### config.mk
export PLATFORM = sky130hd
export DESIGN_NAME = uart_tx_arbiter
export DESIGN_NICKNAME = d
export VERILOG_FILES = /design/src/rtl/uart_config_pkg.sv /design/src/rtl/uart_tx_arbiter_rr_pick.sv /design/src/rtl/uart_tx_arbiter.sv
export SDC_FILE = /design/constraint.sdc
export NUM_CORES = 1
export LEC_CHECK = 0
export ABC_CLOCK_PERIOD_IN_PS = 3950
export CAP_MARGIN = 20
export CORE_MARGIN = 3
export CORE_UTILIZATION = 35
export CTS_CLUSTER_SIZE = 16
export DETAILED_ROUTE_END_ITERATION = 8
export PLACE_DENSITY = 0.7
export SLEW_MARGIN = 20
export SYNTH_ARGS = -nofsm -noshare
export SYNTH_HDL_FRONTEND = slang
export SYNTH_HIERARCHICAL = 1
export SYNTH_SLANG_ARGS = --single-unit
### constraint.sdc
create_clock -name clk -period 3.95 [get_ports clk]
set_clock_uncertainty 0.1 [all_clocks]
set_input_delay 0.79 -clock clk [delete_from_list [all_inputs] [get_ports clk]]
set_output_delay 0.79 -clock clk [all_outputs]
set_load 0.005 [all_outputs]
### src/rtl/uart_config_pkg.sv
// Shared UART configuration: byte width and the TX arbiter state encoding.
package uart_config;

  localparam int UART_BYTE_W = 8;

  typedef enum logic [2:0] {
    IDLE,
    LATCH,
    SEND,
    WAIT_START,
    WAIT_END
  } uart_arb_state_t;

endpackage

### src/rtl/uart_tx_arbiter_rr_pick.sv
// rr_pick: combinational "first set bit at or after ptr" encoder, wrapping modulo NUM_REQ.
module rr_pick #(
  parameter  int NUM_REQ = 4,
  localparam int IDW     = $clog2(NUM_REQ)
) (
  input  logic [NUM_REQ-1:0] req,
  input  logic [IDW-1:0]     ptr,
  output logic [NUM_REQ-1:0] pick_oh,
  output logic [IDW-1:0]     pick_idx,
  output logic               pick_vld
);

  int             c;
  logic [IDW-1:0] ci;

  // Walk offsets from farthest to nearest so the closest candidate to ptr wins.
  always_comb begin
    pick_oh  = '0;
    pick_idx = '0;
    pick_vld = 1'b0;
    c        = 0;
    ci       = '0;
    for (int k = NUM_REQ - 1; k >= 0; k--) begin
      c  = int'(ptr) + k;
      if (c >= NUM_REQ) c = c - NUM_REQ;
      ci = IDW'(c);
      if (req[ci]) begin
        pick_oh     = '0;
        pick_oh[ci] = 1'b1;
        pick_idx    = ci;
        pick_vld    = 1'b1;
      end
    end
  end

endmodule

### src/rtl/uart_tx_arbiter.sv
// Round-robin arbiter sharing one uart_core transmitter between NUM_REQ byte streams.
// Optional macro UART_TX_ARB_PRIO0_EN: requester 0 gets strict priority over the round robin.
module uart_tx_arbiter
  import uart_config::*;
#(
  parameter  int NUM_REQ   = 4,
  parameter  int MAX_BURST = 8,
  localparam int IDW       = $clog2(NUM_REQ)
) (
  input  logic                           clk,
  input  logic                           rst,
  input  logic [NUM_REQ-1:0]             req_valid,
  input  logic [NUM_REQ*UART_BYTE_W-1:0] req_data,
  output logic [NUM_REQ-1:0]             req_ready,
  output logic [NUM_REQ-1:0]             grant,
  output logic [IDW-1:0]                 grant_id,
  output logic [UART_BYTE_W-1:0]         tx_data,
  output logic                           tx_valid,
  input  logic                           tx_busy,
  output logic                           arb_busy
);

  localparam logic [8:0] BURST_LIM = 9'(MAX_BURST);

  uart_arb_state_t          state_q, state_d;
  logic [NUM_REQ-1:0]       grant_q, grant_d;
  logic [IDW-1:0]           gid_q, gid_d;
  logic [IDW-1:0]           rr_ptr_q, rr_ptr_d;
  logic [7:0]               burst_q, burst_d;
  logic [UART_BYTE_W-1:0]   txd_q, txd_d;
  logic                     txv_q, txv_d;
  logic [NUM_REQ-1:0]       rdy_q, rdy_d;

  logic [NUM_REQ-1:0]       pick_req, pick_oh;
  logic [IDW-1:0]           pick_idx;
  logic                     pick_vld;
  logic [UART_BYTE_W-1:0]   sel_byte;
  logic                     keep_grant;

  function automatic logic [IDW-1:0] next_ptr(input logic [IDW-1:0] p);
    logic [IDW-1:0] n;
    n = (p == IDW'(NUM_REQ - 1)) ? '0 : p + IDW'(1);
`ifdef UART_TX_ARB_PRIO0_EN
    if (n == '0) n = IDW'(1);
`endif
    return n;
  endfunction

`ifdef UART_TX_ARB_PRIO0_EN
  assign pick_req = req_valid & ~NUM_REQ'(1);
`else
  assign pick_req = req_valid;
`endif

  rr_pick #(.NUM_REQ(NUM_REQ)) u_pick (
    .req      (pick_req),
    .ptr      (rr_ptr_q),
    .pick_oh  (pick_oh),
    .pick_idx (pick_idx),
    .pick_vld (pick_vld)
  );

  assign sel_byte = req_data[{gid_q, 3'b000} +: UART_BYTE_W];

  // A burst continues only while under the cap and the owner still has data.
`ifdef UART_TX_ARB_PRIO0_EN
  assign keep_grant = (({1'b0, burst_q} + 9'd1) < BURST_LIM) && req_valid[gid_q]
                      && !(req_valid[0] && (gid_q != '0));
`else
  assign keep_grant = (({1'b0, burst_q} + 9'd1) < BURST_LIM) && req_valid[gid_q];
`endif

  always_comb begin
    state_d  = state_q;
    grant_d  = grant_q;
    gid_d    = gid_q;
    rr_ptr_d = rr_ptr_q;
    burst_d  = burst_q;
    txd_d    = txd_q;
    txv_d    = txv_q;
    rdy_d    = '0;
    unique case (state_q)
      IDLE: begin
        if (pick_vld) begin
          grant_d = pick_oh;
          gid_d   = pick_idx;
          burst_d = '0;
          state_d = LATCH;
        end
`ifdef UART_TX_ARB_PRIO0_EN
        if (req_valid[0]) begin
          grant_d = NUM_REQ'(1);
          gid_d   = '0;
          burst_d = '0;
          state_d = LATCH;
        end
`endif
      end
      LATCH: begin
        if (req_valid[gid_q]) begin
          rdy_d   = grant_q;
          txd_d   = sel_byte;
          txv_d   = 1'b1;
          state_d = SEND;
        end else begin
          grant_d  = '0;
          rr_ptr_d = next_ptr(gid_q);
          state_d  = IDLE;
        end
      end
      SEND: begin
        if (!tx_busy) begin
          txv_d   = 1'b0;
          state_d = WAIT_START;
        end
      end
      WAIT_START: begin
        if (tx_busy) state_d = WAIT_END;
      end
      WAIT_END: begin
        // Decisions wait for the frame to finish so the core is never handed a byte mid-frame.
        if (!tx_busy) begin
          burst_d = burst_q + 8'd1;
          if (keep_grant) begin
            state_d = LATCH;
          end else begin
            grant_d  = '0;
            rr_ptr_d = next_ptr(gid_q);
            state_d  = IDLE;
          end
        end
      end
      default: begin
        grant_d = '0;
        txv_d   = 1'b0;
        state_d = IDLE;
      end
    endcase
  end

  always_ff @(posedge clk) begin
    if (rst) begin
      state_q  <= IDLE;
      grant_q  <= '0;
      gid_q    <= '0;
      rr_ptr_q <= '0;
      burst_q  <= '0;
      txd_q    <= '0;
      txv_q    <= 1'b0;
      rdy_q    <= '0;
    end else begin
      state_q  <= state_d;
      grant_q  <= grant_d;
      gid_q    <= gid_d;
      rr_ptr_q <= rr_ptr_d;
      burst_q  <= burst_d;
      txd_q    <= txd_d;
      txv_q    <= txv_d;
      rdy_q    <= rdy_d;
    end
  end

  assign req_ready = rdy_q;
  assign grant     = grant_q;
  assign grant_id  = gid_q;
  assign tx_data   = txd_q;
  assign tx_valid  = txv_q;
  assign arb_busy  = (state_q != IDLE);

endmodule

==> summary.md <==
| Metric | Value |
|---|---|
| Gr ovfl total | 0 |
| Hpwl dp | 4430 um |
| Asr flop ratio synth | 0% |
| Worst Path Required | 4020 ps |
| Setup Crit Path Kind | input port to flip-flop |
| CP peak stage delay | 610 ps |
| Post-synth top cells | dfxtp_1 (32), nor2_1 (32), nand2_1 (23) |
| Startpoint types | input port |
| Slew @ Worst Pin | 813 ps |
| Final-report max-slew violation count | 0 |
| Net count reported at finish | 373 |
| Area growth, synth to finish | 29.6% |
| Top cells by area, synth | dfxtp_1 (27%), mux4_2 (9.5%), ha_1 (5.3%), nor2_1 (5.1%), mux2i_1 (4.6%) |
| GRT Total Usage | 15.9% |
| Status | finished, final reports clean |
| H-tree Lvls | 2 |
| Initial antenna violation count | 0 |
| Drt total wl | 5820 um |
| Critical Path Slowest Stage Cell | clkdlybuf4s50_1 |
| 1st-pass router iterations | 4 |
| FILL cells | 622 |
| Vias in the first global route | 2115 |
| Crit-path cells | clkdlybuf4s50_1 -> mux4_2 -> and4_4 -> or3_1 -> a21oi_2 -> mux2_1 |
| Post-synthesis average cell area | 8.75 um^2 |
| Post-synth cell types | 54 |
| Crit path from | req_valid[1] |
| Synth Warn # | 6 |
| Routed Antenna Nets | 0 |
| DRC | 0 |
| Placed insts | 394 |
| Input/output buffers | 58 |
| Die Span X | 88.3 um |
| Max-Cap Viols | 0 |
| Root Buffer | clkbuf_8 |
| Area leader, netlist | dfxtp_1 |
| Period utilization | 77.1% |
| Cts repair resizes | 0 |
| CTS buffer count | 5 |
| Final Critical Period | 3050 ps |
| N_diodes | 0 |
| Chip Height | 88.3 um |
| Area share of the largest cell type after synthesis | 27.0% |
| Worst Path Max Fanout | 11 |
| Row Count | 29 |
| TritonCTS Sinks | 32 |
| Pleak | 1.10 nW |
| Fin. Hold Viols | 0 |
| Setup Viol. Count Final | 0 |
| Area of the die | 7800 um^2 |
| Post-synthesis cell count | 271 |
| Crit path buf inv count | 1 |
| Routed len/inst | 14.5 um |
| Non-filler cells, final | 402 |
| Post-synth EDFFs | 0 |
| Mapped Nets | 320 |
| Overall Power | 1.08 mW |
| Worst Hold Class | flip-flop to flip-flop |
| DR vias/cell | 5.45 |
| I/O pin cnt | 59 |
| RSZ-0062 raised after global routing | no |
| Predominant post-synthesis flop cell | dfxtp_1 |
| RePlAce Congestion | 0.848 |
| VDD IR max | 0.000153 V |
| Crit path DAT | 3110 ps |
| Rel. slew slack | 45.6% |
| CTS clk-pin slew, worst paths | 70 ps |
| Sequential area share after synthesis | 27.0% |
| Critical R2R Launch | rr_ptr_q[0] |
| Initial DRC Count | 114 |
| Hold_buf cts | 0 |
| Setup TNS | 0 ps |
| Power per Cell Area | 352 nW/um^2 |
| Bufs on Longest Clock Path | 2 |
| Pin count of the biggest net entering global routing | 25 |
| Initial Util | 36.7% |
| Core Region | 6460 um^2 |
| CP top delay family | multiplexers |
| Synth Register Bits | 32 |
| Share of cells above drive strength 1 | 13.5% |
| CTS tree | done |
| Hold_sp | grant[1] |
| DR vias | 2190 |
| Setup crit end kind | flip-flop |
| Synth Cell Area | 2370 um^2 |
| Max Fclk | 0.328 GHz |
| Global-route wire length before repair | 9760 um |
| Setup Fix Bufs, Post-CTS | 0 |
| Worst skew pair latency | 290 ps |
[cells by family after synthesis]
| group | synth area share (%) |
|---|---|
| DFF | 27.0 |
| AOI/OAI and AO/OA | 18.9 |
| buffers and inverters | 6.49 |
| and+or+nand+nor | 22.2 |
| xor gates and xnor gates | 0.739 |
| adders and majority gates | 5.27 |
| muxes | 19.4 |
[layer usage]
layer	wire length [um]	vias up	global-route usage [%]
li1	-	1088	-
met1	2540	1005	20.6
met2	2680	88	25.5
met3	505	9	4.84
met4	89	0	5.08
met5	0	-	0
[placed cells by master (no fill, tap or decap), types with 2 or more instances in the layout]
master           count
clkdlybuf4s50_1     58
nor2_1              32
dfxtp_1             32
nand2_1             23
a21oi_1             16
inv_1               11
mux2i_1             11
mux4_2              10
ha_1                10
nand3_1              8
nand2b_1             8
o21ai_1              8
nor3_1               6
a31oi_1              6
clkbuf_8             6
buf_4                6
and3_1               5
o211ai_1             5
and2_1               5
o21ai_0              4
nor2b_1              4
a41oi_2              4
or3_1                3
nor3b_1              3
mux2_2               3
nand4_1              2
o22a_1               2
a211oi_1             2
a21oi_2              2
nand3b_1             2
clkbuf_1             2
mux2_4               2
o221ai_1             2
mux2i_2              2
nor2_2               2
[per-stage QoR]
step	area [um^2]	util (%)	worst slack [ps]	hold WS, ps
floorplan	2370	-	1450	366
global placement	2990	46.2	677	371
detailed placement	2990	46.2	605	375
CTS	3080	47.6	901	387
global route	3080	47.6	830	409
finish	3080	47.6	904	378
[final timing paths]
path / end / slack, ps / cells past startpoint
setup / recovery: rr_ptr_q[0] / 900 / 6
hold / removal: req_ready[1] / 380 / 1
setup reg to reg: grant[2] / 1420 / 8
hold reg to reg: req_ready[1] / 380 / 1
[state kept, by name, summed over array words and instances (netlist names)]
name and count:
burst_q 8, state_q 3, req_ready 4, grant 4
tx_data 8, tx_valid 1, rr_ptr_q 2, grant_id 2
[report_power, final]
group	internal (mW)	switching (mW)	total, mW
Clock	0.142	0.118	0.260
Sequential	0.351	0.0211	0.372
Combinational	0.227	0.223	0.450
[final cells by class]
class	count	area, um^2	area share (%)
clock buffer	8	90.1	2.93
inverter	12	45.0	1.46
multi-input combinational	209	1580	51.3
sequential	32	641	20.8
tap	77	96.3	3.13
timing repair buffer	64	626	20.3
Note: power is estimated with default switching activity, not from simulation.
